File: src/rtl/cpu_pkg.sv
// rtl/cpu_pkg.sv - shared datapath widths, ALU operation codes and the ID/EX register layout
package cpu_pkg;

  localparam int XLEN = 32;
  localparam int RA_W = 5;

  typedef enum logic [3:0] {
    ALU_ADD = 4'b0000,
    ALU_SUB = 4'b0001,
    ALU_AND = 4'b0010,
    ALU_OR  = 4'b0011,
    ALU_XOR = 4'b0100,
    ALU_SLL = 4'b0110,
    ALU_SRL = 4'b0111,
    ALU_SRA = 4'b1000,
    ALU_SLT = 4'b1001
  } alu_sel_e;

  // One instruction as held in the ID/EX register.
  typedef struct packed {
    logic            valid;
    logic [RA_W-1:0] rs1_addr;
    logic [RA_W-1:0] rs2_addr;
    logic [XLEN-1:0] rs1_data;
    logic [XLEN-1:0] rs2_data;
    logic            rs2_used;
    logic [XLEN-1:0] imm;
    logic [XLEN-1:0] pc;
    logic            use_imm;
    logic            use_pc;
    alu_sel_e        alu_sel;
    logic [RA_W-1:0] rd_addr;
    logic            reg_write;
    logic            is_load;
  } id_ex_t;

  // True when a writeback port targets this source register; x0 is never a match.
  function automatic logic fwd_hit(input logic en, input logic [RA_W-1:0] rd,
                                   input logic [RA_W-1:0] src);
    return en && (rd == src) && (src != '0);
  endfunction

endpackage

File: src/rtl/fwd_mux.sv
// rtl/fwd_mux.sv - per-source operand forwarding, MEM over WB over registered data
module fwd_mux
  import cpu_pkg::*;
(
  input  logic [RA_W-1:0] src_addr_i,
  input  logic [XLEN-1:0] reg_data_i,
  input  logic            mem_en_i,
  input  logic [RA_W-1:0] mem_rd_i,
  input  logic [XLEN-1:0] mem_data_i,
  input  logic            wb_en_i,
  input  logic [RA_W-1:0] wb_rd_i,
  input  logic [XLEN-1:0] wb_data_i,
  output logic [XLEN-1:0] data_o
);

  // The younger MEM result shadows the older WB result for the same register.
  always_comb begin
    data_o = reg_data_i;
    if (fwd_hit(mem_en_i, mem_rd_i, src_addr_i)) begin
      data_o = mem_data_i;
    end else if (fwd_hit(wb_en_i, wb_rd_i, src_addr_i)) begin
      data_o = wb_data_i;
    end
  end

endmodule

File: src/rtl/id_ex_stage.sv
// rtl/id_ex_stage.sv - ID/EX register with load-use interlock and operand forwarding to the ALU
module id_ex_stage
  import cpu_pkg::*;
(
  input  logic            clk,
  input  logic            rst_n,
  input  logic            id_valid,
  output logic            id_ready,
  input  logic [RA_W-1:0] id_rs1_addr,
  input  logic [RA_W-1:0] id_rs2_addr,
  input  logic [XLEN-1:0] id_rs1_data,
  input  logic [XLEN-1:0] id_rs2_data,
  input  logic            id_rs2_used,
  input  logic [XLEN-1:0] id_imm,
  input  logic [XLEN-1:0] id_pc,
  input  logic            id_use_imm,
  input  logic            id_use_pc,
  input  logic [3:0]      id_alu_sel,
  input  logic [RA_W-1:0] id_rd_addr,
  input  logic            id_reg_write,
  input  logic            id_is_load,
  input  logic            ex_stall,
  input  logic            flush,
  input  logic            mem_fwd_en,
  input  logic [RA_W-1:0] mem_fwd_rd,
  input  logic [XLEN-1:0] mem_fwd_data,
  input  logic            wb_fwd_en,
  input  logic [RA_W-1:0] wb_fwd_rd,
  input  logic [XLEN-1:0] wb_fwd_data,
  output logic            ex_valid,
  output logic [XLEN-1:0] operand_0,
  output logic [XLEN-1:0] operand_1,
  output logic [3:0]      ALU_Sel,
  output logic [XLEN-1:0] ex_rs2_fwd,
  output logic [RA_W-1:0] ex_rd_addr,
  output logic            ex_reg_write,
  output logic            ex_is_load
);

  id_ex_t          ex_q, ex_d;
  logic            hazard;
  logic [XLEN-1:0] fwd_rs1, fwd_rs2;

  // A load in EX cannot forward until MEM, so a consumer in decode must wait one cycle.
  assign hazard = ex_q.valid && ex_q.is_load && (ex_q.rd_addr != '0) &&
                  ((ex_q.rd_addr == id_rs1_addr) ||
                   (id_rs2_used && (ex_q.rd_addr == id_rs2_addr)));

  assign id_ready = !ex_stall && !hazard;

  // Next ID/EX contents: flush, then stall (with WB refresh), then bubble, then load.
  always_comb begin
    ex_d = ex_q;
    if (flush) begin
      ex_d.valid = 1'b0;
    end else if (ex_stall) begin
      // WB retires while we wait; capture it now so the value survives its departure.
      if (fwd_hit(wb_fwd_en, wb_fwd_rd, ex_q.rs1_addr)) begin
        ex_d.rs1_data = wb_fwd_data;
      end
      // rs2 data only matters to instructions that actually read rs2.
      if (ex_q.rs2_used && fwd_hit(wb_fwd_en, wb_fwd_rd, ex_q.rs2_addr)) begin
        ex_d.rs2_data = wb_fwd_data;
      end
    end else if (hazard) begin
      ex_d.valid = 1'b0;
    end else begin
      ex_d.valid     = id_valid;
      ex_d.rs1_addr  = id_rs1_addr;
      ex_d.rs2_addr  = id_rs2_addr;
      ex_d.rs1_data  = id_rs1_data;
      ex_d.rs2_data  = id_rs2_data;
      ex_d.rs2_used  = id_rs2_used;
      ex_d.imm       = id_imm;
      ex_d.pc        = id_pc;
      ex_d.use_imm   = id_use_imm;
      ex_d.use_pc    = id_use_pc;
      ex_d.alu_sel   = alu_sel_e'(id_alu_sel);
      ex_d.rd_addr   = id_rd_addr;
      ex_d.reg_write = id_reg_write;
      ex_d.is_load   = id_is_load;
    end
  end

  // ID/EX register; reset clears every field so the ALU sees ADD of zeros.
  always_ff @(posedge clk or negedge rst_n) begin
    if (!rst_n) begin
      ex_q <= '0;
    end else begin
      ex_q <= ex_d;
    end
  end

  fwd_mux u_fwd_rs1 (
    .src_addr_i (ex_q.rs1_addr),
    .reg_data_i (ex_q.rs1_data),
    .mem_en_i   (mem_fwd_en),
    .mem_rd_i   (mem_fwd_rd),
    .mem_data_i (mem_fwd_data),
    .wb_en_i    (wb_fwd_en),
    .wb_rd_i    (wb_fwd_rd),
    .wb_data_i  (wb_fwd_data),
    .data_o     (fwd_rs1)
  );

  fwd_mux u_fwd_rs2 (
    .src_addr_i (ex_q.rs2_addr),
    .reg_data_i (ex_q.rs2_data),
    .mem_en_i   (mem_fwd_en),
    .mem_rd_i   (mem_fwd_rd),
    .mem_data_i (mem_fwd_data),
    .wb_en_i    (wb_fwd_en),
    .wb_rd_i    (wb_fwd_rd),
    .wb_data_i  (wb_fwd_data),
    .data_o     (fwd_rs2)
  );

  assign operand_0    = ex_q.use_pc  ? ex_q.pc  : fwd_rs1;
  assign operand_1    = ex_q.use_imm ? ex_q.imm : fwd_rs2;
  assign ALU_Sel      = ex_q.alu_sel;
  assign ex_rs2_fwd   = fwd_rs2;
  assign ex_valid     = ex_q.valid;
  assign ex_rd_addr   = ex_q.rd_addr;
  assign ex_reg_write = ex_q.reg_write;
  assign ex_is_load   = ex_q.is_load;

endmodule

File: config.mk
export PLATFORM = sky130hd
export DESIGN_NAME = id_ex_stage
export DESIGN_NICKNAME = d
export VERILOG_FILES = /design/src/rtl/cpu_pkg.sv /design/src/rtl/fwd_mux.sv /design/src/rtl/id_ex_stage.sv
export SDC_FILE = /design/constraint.sdc
export NUM_CORES = 1
export LEC_CHECK = 0
export ABC_AREA = 0
export CORE_MARGIN = 1
export CORE_UTILIZATION = 41
export DETAILED_ROUTE_END_ITERATION = 8
export PLACE_DENSITY = 0.77
export SYNTH_ARGS = -nofsm -noshare
export SYNTH_HDL_FRONTEND = slang
export SYNTH_SLANG_ARGS = --single-unit
File: constraint.sdc
create_clock -name clk -period 2.4 [get_ports clk]
set_input_delay 0.48 -clock clk [delete_from_list [all_inputs] [get_ports clk]]
set_output_delay 0.48 -clock clk [all_outputs]
set_load 0.005 [all_outputs]
==> run summary, run 1 <==
Failing checks - setup timing
Synth warn - 0
MaxCap Viol Count - 0
Crit path DAT - 2.91 ns
Boundary pin count - 342
DR vias - 9631
Largest net degree at the start of global routing - 47
CTS tree - yes
Worst Skew - 0.0217 ns
Remaining Overflow, GRT - 0
Pwr per Cell Area - 569 nW/um^2
Port bufs - 341
Hold Path Class - input pin to async pin
Vias in the first global route - 9036
Critical path origin - ex_q[144]$_DFFE_PN0P_
Syn avg cell area - 11.4 um^2
Critical Path Source Type - flip-flop
Rows - 54
Setup ws final - -0.985 ns
CP Data Required Time - 1.92 ns
Register area - 3830 um^2
Post-synthesis simple-gate area fraction - 9.62%
Initial Utilization - 41.9%
Compound-Gate Fraction of Synth Area - 18.8%
CP max stage delay - 0.53 ns
Mapped Area - 9140 um^2
Reg clk slew, reported paths - 0.07 ns
Critical path's slowest cell - or4_4
Cell family with most CP delay - simple AND/OR/NAND/NOR gates
First-pass GRT wire length - 50100 um
Worst setup path end - operand_1[19]
Post-route ant nets - 0
Mux contribution to synthesized area - 21.8%
Endpoints failing setup - 122
CP Depth - 9
Design Area, Final - 17000 um^2
Relative slew slack - 72.9%
Worst-case reg-to-reg path depth - 10
First-pass iteration count of the detailed router - 5
Clock sink count - 153
Initial antenna violation count - 3
Layout Nets - 1586
DP Area - 13700 um^2
Final Max Slew Viols - 0
Clk root buf - clkbuf_16
Buffers and inverters on the worst path - 3
Mapped Nets - 1037
Min Tclk post-route - 3.39 ns
WL/cell - 24.3 um
Initial DRC Count - 539
Crit share post-route - 141%
WHS - 0.500 ns
Core Area - 21800 um^2
Crit-path cells - or4_4, nor2_4, nor4_4, buf_12, buf_12, mux2i_2, a21oi_2, mux2_2, clkdlybuf4s50_1
Synth-to-Final Area Change - 86.5%
Die Area - 22900 um^2
Worst-Skew Late Latency - 0.43 ns
RSZ-0062 raised after global routing - yes
TritonCTS Buffers - 17
Gpl congestion - 0.846
Number of synthesized register bits - 153
Die X - 151 um
Total GRT Usage - 28.9%
Worst R2R Setup Slack - -0.06 ns
H-tree levels - 4
CP most frequent cell - buf_12
DP HPWL - 22600 um
Adder-Cell Fraction of Synth Area - 0%
Max Freq - 295 MHz
Filler cells - 1331
Critical path fanouts, max - 7
Largest family of logic cells by synthesized area - multiplexers
XOR/XNOR share of the synthesized area - 2.88%
Layout cells sized above 1 - 50.6%
Least-Margin Pin Slew - 0.406 ns
Final Hold Vio Count - 0
Status - finished with violations
Netlist cell types - 33
Drt drc - 0
Sequential area share after synthesis - 41.9%
Crit Reg-Reg Startpoint - ex_q[144]$_DFFE_PN0P_
Worst reg2reg path endpoint - ex_q[100]$_DFFE_PN0P_
Routed vias/inst - 5.84
DIE HEIGHT - 151 um
Area of the multi-input gates - 5950 um^2
Crit path kind - flip-flop to output pin
Leak - 7.46 nW
Final WL - 40100 um
Max Root-Sink Buffers - 2
Cells after synthesis - 804
VDD IR-drop max - 0.554 mV
Critical Path End Type - output pin
## power breakdown
group / switching [W] / total [W] / internal, W
Clock: 0.00123 / 0.00284 / 0.00161
Combinational: 0.00139 / 0.00357 / 0.00219
Sequential: 0.000321 / 0.00329 / 0.00297
Total: 0.00294 / 0.00970 / 0.00676
## per-layer routing
metal  share of wire (%)  GRT usage [%]  vias to the layer above  wire (um)
met5               0.042              0                        -         17
met4                 5.4           13.0                        2       2170
met3                 7.2           5.87                      146       2890
met2                  50           49.8                      559      20200
met1                  37           34.6                     4771      14800
li1                    -              -                     4153          -
## cell type report
| class | instances | area share (%) |
|---|---|---|
| Tap cell | 280 | 2.06 |
| Timing Repair Buffer | 612 | 36.9 |
| Inverter | 2 | 0.0441 |
| Sequential cell | 153 | 22.5 |
| Multi-Input combinational cell | 567 | 34.9 |
| Clock inverter | 11 | 0.800 |
| Antenna cell | 2 | 0.0294 |
| Clock buffer | 21 | 2.70 |
## cells in the final DEF (no fill, tap or decap), drive strengths merged, types with 2 or more instances in the layout
cell type / count
a221o: 63
a22o: 31
dlygate4sd2: 12
dlymetal6s2s: 13
nor2: 69
clkbuf: 73
mux2i: 64
or4: 4
dfrtp: 153
buf: 295
xor2: 6
or3: 2
bufinv: 2
xnor2: 24
inv: 6
clkdlybuf4s50: 238
nand4: 5
nand2: 6
a21o: 33
diode: 2
nand3: 4
a211oi: 32
a21oi: 34
mux2: 120
and4: 30
and2: 33
clkinvlp: 4
## logic make-up after synthesis
logic type / Yosys count
AO/OA/AOI/OAI: 198
flip-flops: 153
buffers and inverters: 84
AND/OR/NAND/NOR: 155
XOR/XNOR: 30
multiplexers: 184
## stage by stage
| stage | util (%) | power (W) | worst slack (ns) | TNS [ns] | std cells |
|---|---|---|---|---|---|
| 3_3_place_gp | 62.9 | 0.00633 | -1.16 | -113.26 | 1464 |
| 5_1_grt | 78.1 | 0.0101 | -1.09 | -86.95 | 1648 |
| 2_1_floorplan | - | 0.00460 | -0.0194 | -0.545 | 804 |
| 3_5_place_dp | 62.9 | 0.00640 | -1.18 | -122.96 | 1464 |
| 6_report | 78.1 | 0.00970 | -0.985 | -78.08 | 1648 |
| 4_1_cts | 67.9 | 0.00929 | -1.02 | -83.69 | 1509 |
## synth_stat cells
cell type | number | share of area (%)
dfrtp_1 | 153 | 42
mux2_2 | 120 | 15
nor2_1 | 67 | 2.8
mux2i_1 | 64 | 7.0
a221o_1 | 63 | 6.9
a21o_1 | 33 | 2.7
and2_1 | 33 | 2.3
a211oi_1 | 32 | 2.6
a22o_1 | 31 | 3.0
clkbuf_1 | 31 | 1.3
and4_1 | 30 | 2.9
a21oi_2 | 29 | 2.8
buf_4 | 26 | 2.1
xnor2_1 | 24 | 2.3
buf_2 | 18 | 0.99
nand2_1 | 6 | 0.25
xor2_1 | 6 | 0.58
a21oi_1 | 5 | 0.27
nand4_1 | 5 | 0.34
buf_1 | 4 | 0.16
nand3_1 | 4 | 0.22
or4_1 | 4 | 0.33
buf_6 | 3 | 0.37
inv_1 | 2 | 0.082
nor2_2 | 2 | 0.14
or3_1 | 2 | 0.14
a41oi_2 | 1 | 0.18
nor3b_1 | 1 | 0.082
nor4_4 | 1 | 0.23
o21ai_1 | 1 | 0.055
o22ai_1 | 1 | 0.069
o311a_1 | 1 | 0.11
o32ai_1 | 1 | 0.096
## sequential cells by signal, indices dropped and copies added (netlist names)
name          count
ex_valid          1
ALU_Sel           4
ex_is_load        1
ex_reg_write      1
ex_rd_addr        5
ex_q            141
## worst min path at each step
stage	start	endpoint	cells after the start
after CTS	ex_q[140]$_DFFE_PN0P_	ex_q[140]$_DFFE_PN0P_	1
final	rst_n	ex_q[146]$_DFFE_PN0P_	2
after global placement	rst_n	ex_q[146]$_DFFE_PN0P_	1
after floorplan	rst_n	ALU_Sel[0]$_DFFE_PN0P_	0
after global routing	rst_n	ex_q[146]$_DFFE_PN0P_	2
after detailed placement	rst_n	ex_q[146]$_DFFE_PN0P_	1
## what timing repair did
action                                  in CTS  in global routing
buffers inserted                             8                125
resized for setup                          168                372
hold endpoints to repair                    31                  0
gates cloned                                 5                 17
hold buffers                                 1                  0
endpoints found under the setup margin      97                181
pin swaps                                   22                 49
Note: power is estimated with default switching activity, not from simulation.
==> inputs of run 2 (changes only) <==
- CORE_MARGIN: 1 -> 2
- CTS_BUF_LIST: default -> sky130_fd_sc_hd__clkbuf_16
==> run 2 against run 1 <==
  * The flow still finishes with violations (setup timing)
  * Cell area fell by 1.5%
  * Die area rose by 2.7%
  * Critical path depth rose by 2
  * Largest power group unchanged
  * First-iteration DRC count fell by 0.37%
  * Count of clock-buffer cells in the layout fell by 4
  * Total power rose by 0.19%
  * Via count fell by 4.3%
  * Hold slack got worse by 0.49 ns
  * Routed wire length fell by 3.7%
  * Non-clock buffer count fell by 47
  * Worst setup slack got worse by 0.0027 ns
==> run summary, run 2 (same netlist as run 1, synthesis figures left out) <==
Reg clk slew, reported paths - 0.06 ns (about the same)
Gpl congestion - 0.918 (+8.4%)
Post-Route M1 WL - 15100 um (+2.0%)
Initial DRC Count - 537 (-0.37%)
Routed length on met3 - 2320 um (-20%)
Hold Path Class - input pin to async pin
CTS tree - yes
Top Metal Used - met4
Least-Margin Pin Slew - 0.526 ns (+0.120 ns)
Crit-path cells - buf_6, xnor2_2, nand4_1, or4_4, buf_8, buf_12, buf_4, nor2_2, a21oi_2, mux2_4, dlymetal6s2s_1
Final Hold Vio Count - 0 (unchanged)
Layout cells sized above 1 - 49.4% (-1.2 points)
Clk root buf - clkbuf_16
Status - finished with violations
Sw power - 0.00290 W (-1.2%)
Non-filler cells, final - 1604 (-2.7%)
Cell family with most CP delay - simple AND/OR/NAND/NOR gates
Core Area - 21800 um^2 (unchanged)
Drt drc - 0 (unchanged)
WHS - 0.0137 ns (-0.487 ns)
RSZ-0062 raised after global routing - yes
Crit path DAT - 2.91 ns (about the same)
Vias in the first global route - 9386 (+3.9%)
Filler cells - 1356 (+1.9%)
Post-route ant nets - 0 (unchanged)
Power share of the clock group - 29.0% (-0.2 points)
CP Depth - 11 (+2)
Post-CTS Hold Buffers - 0 (-1)
Placed cells - 1470 (+0.41%)
VDD IR-drop max - 0.444 mV (-20%)
Seq pwr share - 33.8% (about the same)
Crit share post-route - 141% (about the same)
Combinational Power Share - 37.1% (+0.2 points)
Total negative slack - -79.29 ns (-1.21 ns)
Failing checks - setup timing
Met2 WL - 19700 um (-2.2%)
Total GRT Usage - 29.8% (+0.87 points)
Worst-Skew Late Latency - 0.43 ns (about the same)
Clock sink count - 153 (unchanged)
Die X - 153 um (+1.3%)
Routed vias/inst - 5.74 (-1.7%)
CP Data Required Time - 1.92 ns (about the same)
Buffers and inverters on the worst path - 5 (+2)
Internal power - 0.00681 W (+0.78%)
Crit path kind - flip-flop to output pin
Relative slew slack - 64.9% (-8.0 points)
Largest register FFs - 141 (unchanged)
Critical path fanouts, max - 11 (+4)
Pwr per Cell Area - 579 nW/um^2 (+1.7%)
Critical Path End Type - output pin
Port bufs - 341 (unchanged)
Final Max Slew Viols - 0 (unchanged)
DIE HEIGHT - 153 um (+1.3%)
Top reg by flops - ex_q
Endpoints failing setup - 181 (+48%)
Worst-case reg-to-reg path depth - 11 (+1)
Min Tclk post-route - 3.39 ns (+0.00266 ns)
Critical path's slowest cell - or4_4
WL/cell - 24.1 um (-1.1%)
First-pass iteration count of the detailed router - 5 (unchanged)
Largest net degree at the start of global routing - 50 (+6.4%)
CP max stage delay - 0.58 ns (+0.05 ns)
Commonest non-fill, non-tap cells in the layout - 234 x clkdlybuf4s50_1, 150 x dfrtp_1, 116 x buf_4
Critical path origin - ex_q[146]$_DFFE_PN0P_
Worst Skew - 0.0148 ns (-0.00687 ns)
Crit Reg-Reg Startpoint - ex_q[148]$_DFFE_PN0P_
Setup ws final - -0.988 ns (-0.00266 ns)
H-tree levels - 4 (unchanged)
Die Area - 23500 um^2 (+2.7%)
TritonCTS Buffers - 17 (unchanged)
Commonest non-fill, non-tap cell in the layout - clkdlybuf4s50_1
Initial antenna violation count - 5 (+2)
Critical Path Source Type - flip-flop
Worst reg2reg path endpoint - ex_q[132]$_DFFE_PN0P_
MaxCap Viol Count - 0 (unchanged)
DP HPWL - 23100 um (+2.4%)
Leak - 7.20 nW (-3.4%)
Max Freq - 295 MHz (about the same)
Worst R2R Setup Slack - -0.19 ns (-0.13 ns)
DR vias - 9214 (-4.3%)
Rows - 54 (unchanged)
Layout Nets - 1539 (-3.0%)
Initial Utilization - 41.9% (unchanged)
Remaining Overflow, GRT - 0 (unchanged)
First-pass GRT wire length - 54600 um (+9.0%)
Max Root-Sink Buffers - 2 (unchanged)
Net Sw Frac - 29.9% (-0.41 points)
Final Util - 76.9% (-1.2 points)
Synth-to-Final Area Change - 83.7%
Final WL - 38600 um (-3.7%)
Worst setup path end - operand_1[5]
Boundary pin count - 342 (unchanged)
[run 2: stage by stage]
step / instance area (um^2) / worst slack (ns) / power, W
finish: 16800 / -0.988 / 0.00972
global route: 16800 / -1.07 / 0.0101
CTS: 15400 / -1.07 / 0.00938
detailed placement: 13700 / -1.12 / 0.00641
global placement: 13700 / -1.09 / 0.00635
floorplan: 9140 / -0.0194 / 0.00460
[run 2: worst min path at each step]
stage                             end  cells past startpoint                  start
2_1_floorplan  ALU_Sel[0]$_DFFE_PN0P_                      0                  rst_n
3_3_place_gp    ex_q[140]$_DFFE_PN0P_                      1  ex_q[140]$_DFFE_PN0P_
3_5_place_dp     ex_q[78]$_DFFE_PN0P_                      1                  rst_n
4_1_cts         ex_q[112]$_DFFE_PN0P_                      1                  rst_n
5_1_grt         ex_q[112]$_DFFE_PN0P_                      1                  rst_n
6_report         ex_q[15]$_DFFE_PN0P_                      1                  rst_n
[run 2: repair_timing]
| item | in CTS | in global routing |
|---|---|---|
| resized for setup | 359 | 328 |
| pin swaps | 32 | 57 |
| gates cloned | 11 | 4 |
| buffers inserted | 35 | 62 |
| setup endpoints to repair | 97 | 241 |
[run 2: metal layers]
| metal | GRT usage [%] | vias up |
|---|---|---|
| met1 | 37.2 | 4656 |
| met3 | 5.64 | 88 |
| met5 | 0 | - |
| li1 | - | 4063 |
| met2 | 50.8 | 407 |
| met4 | 12.1 | 0 |
[run 2: power by group through the flow]
stage	Combinational (W)	Sequential, W	Clock [W]
floorplan	0.00141	0.00320	0
global placement	0.00310	0.00324	0
detailed placement	0.00315	0.00326	0
CTS	0.00327	0.00324	0.00287
global route	0.00381	0.00333	0.00298
finish	0.00361	0.00329	0.00282
[run 2: area by class of cell]
cell class,count,area [um^2],share of cell area [%]
antenna,5,12.5,0.0746
multi-input combinational,567,6220,37.0
sequential,153,3830,22.8
clock buffer,17,425,2.53
clock inverter,15,174,1.04
inverter,2,7.51,0.0447
timing repair buffer,565,5760,34.3
tap,280,350,2.09
==> inputs of run 3 (changes only) <==
- CORE_MARGIN: 2 -> 3
==> run 3 against run 2 <==
  * Highest routed layer unchanged
  * Critical path depth up 1
  * Global-route usage down 0.89 points
  * The run still ends with setup timing left
  * Sequential share of layout area down 0.34 points
  * Hold slack better by 0.028 ns
  * Critical endpoint is now operand_0[1]
  * Critical path type unchanged
  * Count of clock-buffer cells in the layout unchanged
  * Via count up 5.7%
  * Cell area up 1.5%
  * Final cell count up 0.69%
  * Sequential power about the same
==> run summary, run 3 (same netlist as run 1, synthesis figures left out) <==
Filler cells - 1258 (-7.2%)
Drt drc - 0 (unchanged)
Initial Utilization - 42.5% (+0.66 points)
Net Sw Frac - 30.3% (+0.43 points)
Clock sink count - 153 (unchanged)
Diode count - 0 (-5)
Post-route ant nets - 0 (unchanged)
Critical path's slowest cell - or3_4
TritonCTS Buffers - 17 (unchanged)
Clk root buf - clkbuf_16
CP Depth - 12 (+1)
Crit-path cells - buf_6, xnor2_4, nand4_1, or3_4, buf_4, buf_8, buf_8, buf_8, mux2i_2, a211oi_2, a21o_1, buf_2
Final Max Slew Viols - 0 (unchanged)
Max Root-Sink Buffers - 2 (unchanged)
Rows - 53 (-1.9%)
VDD IR-drop max - 0.444 mV (about the same)
DP Area - 13800 um^2 (+0.30%)
WL/cell - 26.3 um (+9.4%)
Layout cells sized above 1 - 50.0% (+0.64 points)
Least-Margin Pin Slew - 0.584 ns (+0.0578 ns)
Reg clk slew, reported paths - 0.06 ns (about the same)
Total GRT Usage - 28.9% (-0.89 points)
Combinational Power Share - 38.4% (+1.3 points)
Max Freq - 294 MHz (-0.31%)
Power share of the clock group - 28.3% (-0.7 points)
Top reg by flops - ex_q
Status - finished with violations
Port bufs - 341 (unchanged)
Pwr per Cell Area - 580 nW/um^2 (+0.15%)
Synth-to-Final Area Change - 86.5%
First-pass iteration count of the detailed router - 5 (unchanged)
Gpl congestion - 0.823 (-10%)
Die Area - 24100 um^2 (+2.6%)
Die X - 155 um (+1.3%)
Critical path fanouts, max - 4 (-7)
Crit share post-route - 142% (+0.44 points)
RSZ-0062 raised after global routing - yes
CP max stage delay - 0.45 ns (-0.13 ns)
MaxCap Viol Count - 0 (unchanged)
Buffers and inverters on the worst path - 6 (+1)
Worst-Skew Late Latency - 0.42 ns (about the same)
Initial antenna violation count - 0 (-5)
Routed vias/inst - 6.03 (+5.0%)
Hold Path Class - input pin to async pin
Final Hold Vio Count - 0 (unchanged)
Total Power - 0.00988 W (+1.7%)
Cell family with most CP delay - buffers and inverters
Worst-case reg-to-reg path depth - 11 (unchanged)
Largest net degree at the start of global routing - 62 (+24%)
H-tree levels - 4 (unchanged)
Boundary pin count - 342 (unchanged)
Commonest non-fill, non-tap cell in the layout - clkdlybuf4s50_1
Final WL - 42500 um (+10%)
Failing checks - setup timing
DP HPWL - 23300 um (+0.87%)
Critical Path Source Type - flip-flop
DR vias - 9742 (+5.7%)
Core Area - 21500 um^2 (-1.5%)
CP most frequent cell - buf_8
Internal power - 0.00688 W (+1.0%)
Worst Skew - 0.0127 ns (-0.00214 ns)
Commonest non-fill, non-tap cells in the layout - 234 x clkdlybuf4s50_1, 150 x dfrtp_1, 104 x buf_6, 104 x buf_4, 82 x mux2_2
Design Area, Final - 17000 um^2 (+1.5%)
Crit path DAT - 2.92 ns (about the same)
CTS tree - yes
WHS - 0.0416 ns (+0.0280 ns)
Min Tclk post-route - 3.40 ns (+0.0106 ns)
Setup ws final - -0.999 ns (-0.0106 ns)
Endpoints failing setup - 173 (-4.4%)
DIE HEIGHT - 155 um (+1.3%)
Crit path kind - flip-flop to output pin
Relative slew slack - 61.1% (-3.9 points)
First-pass GRT wire length - 54300 um (-0.47%)
CP Data Required Time - 1.92 ns (about the same)
Vias in the first global route - 9403 (+0.18%)
Sw power - 0.00299 W (+3.1%)
Layout Nets - 1560 (+1.4%)
Remaining Overflow, GRT - 0 (unchanged)
Total negative slack - -83.23 ns (-3.94 ns)
Initial DRC Count - 681 (+27%)
Seq pwr share - 33.4% (-0.4 points)
Leak - 7.31 nW (+1.5%)
Largest register FFs - 141 (unchanged)
Critical Path End Type - output pin
run 3: metal layers:
layer / part of all wire, % / track usage, %
met5: 0 / 0
met4: 5.8 / 8.59
met1: 37 / 35.5
met2: 50 / 51.4
met3: 7.7 / 5.70
run 3: area by class of cell:
type	instances	area, um^2	area share [%]
Clock inverter	15	160	0.940
Tap cell	275	344	2.02
Clock buffer	17	425	2.50
Sequential cell	153	3830	22.5
Timing Repair Buffer	584	6080	35.7
Multi-Input combinational cell	569	6190	36.3
Inverter	2	7.51	0.0441
run 3: metrics by stage:
stage / utilization [%] / cells / setup WS [ns]
after floorplan: - / 804 / -0.0194
after CTS: 70.6 / 1532 / -1.07
after global routing: 79.3 / 1615 / -1.05
after global placement: 64.1 / 1463 / -1.22
final: 79.3 / 1615 / -0.999
after detailed placement: 64.1 / 1463 / -1.21
run 3: worst reg2reg max path, cell delays in order (launching register included):
cell and delay, ns:
dfrtp_1 0.39, buf_6 0.14, xnor2_4 0.17, nand4_1 0.17, or3_4 0.45, buf_4 0.16, buf_8 0.12, buf_8 0.12
buf_8 0.11, buf_4 0.15, a22o_1 0.23, a221o_1 0.29
run 3: power groups by stage:
stage                     sequential, W  combinational (W)  clock (W)
after floorplan                 0.00320            0.00141          0
after global placement          0.00325            0.00309          0
after detailed placement        0.00327            0.00315          0
after CTS                       0.00325            0.00323    0.00280
after global routing            0.00334            0.00398    0.00292
final                           0.00330            0.00379    0.00279
run 3: worst paths after layout:
check | startpoint | endpoint | slack [ns]
setup / recovery | ex_q[149]$_DFFE_PN0P_ | operand_0[1] | -1.0
hold / removal | rst_n | ex_q[27]$_DFFE_PN0P_ | 0.04
setup reg to reg | ex_q[149]$_DFFE_PN0P_ | ex_q[110]$_DFFE_PN0P_ | -0.23
hold reg to reg | ex_q[67]$_DFFE_PN0P_ | ex_q[67]$_DFFE_PN0P_ | 0.51
max in group asynchronous | rst_n | ex_q[101]$_DFFE_PN0P_ | 1.60
min in group clk | ex_q[67]$_DFFE_PN0P_ | ex_q[67]$_DFFE_PN0P_ | 0.51
run 3: timing repair:
action                     4_1_cts  5_1_grt
gates cloned                     9       13
hold buffers                     0        0
buffers inserted                28       88
resized for setup              292      412
pin swaps                       31       83
setup endpoints to repair       97      189
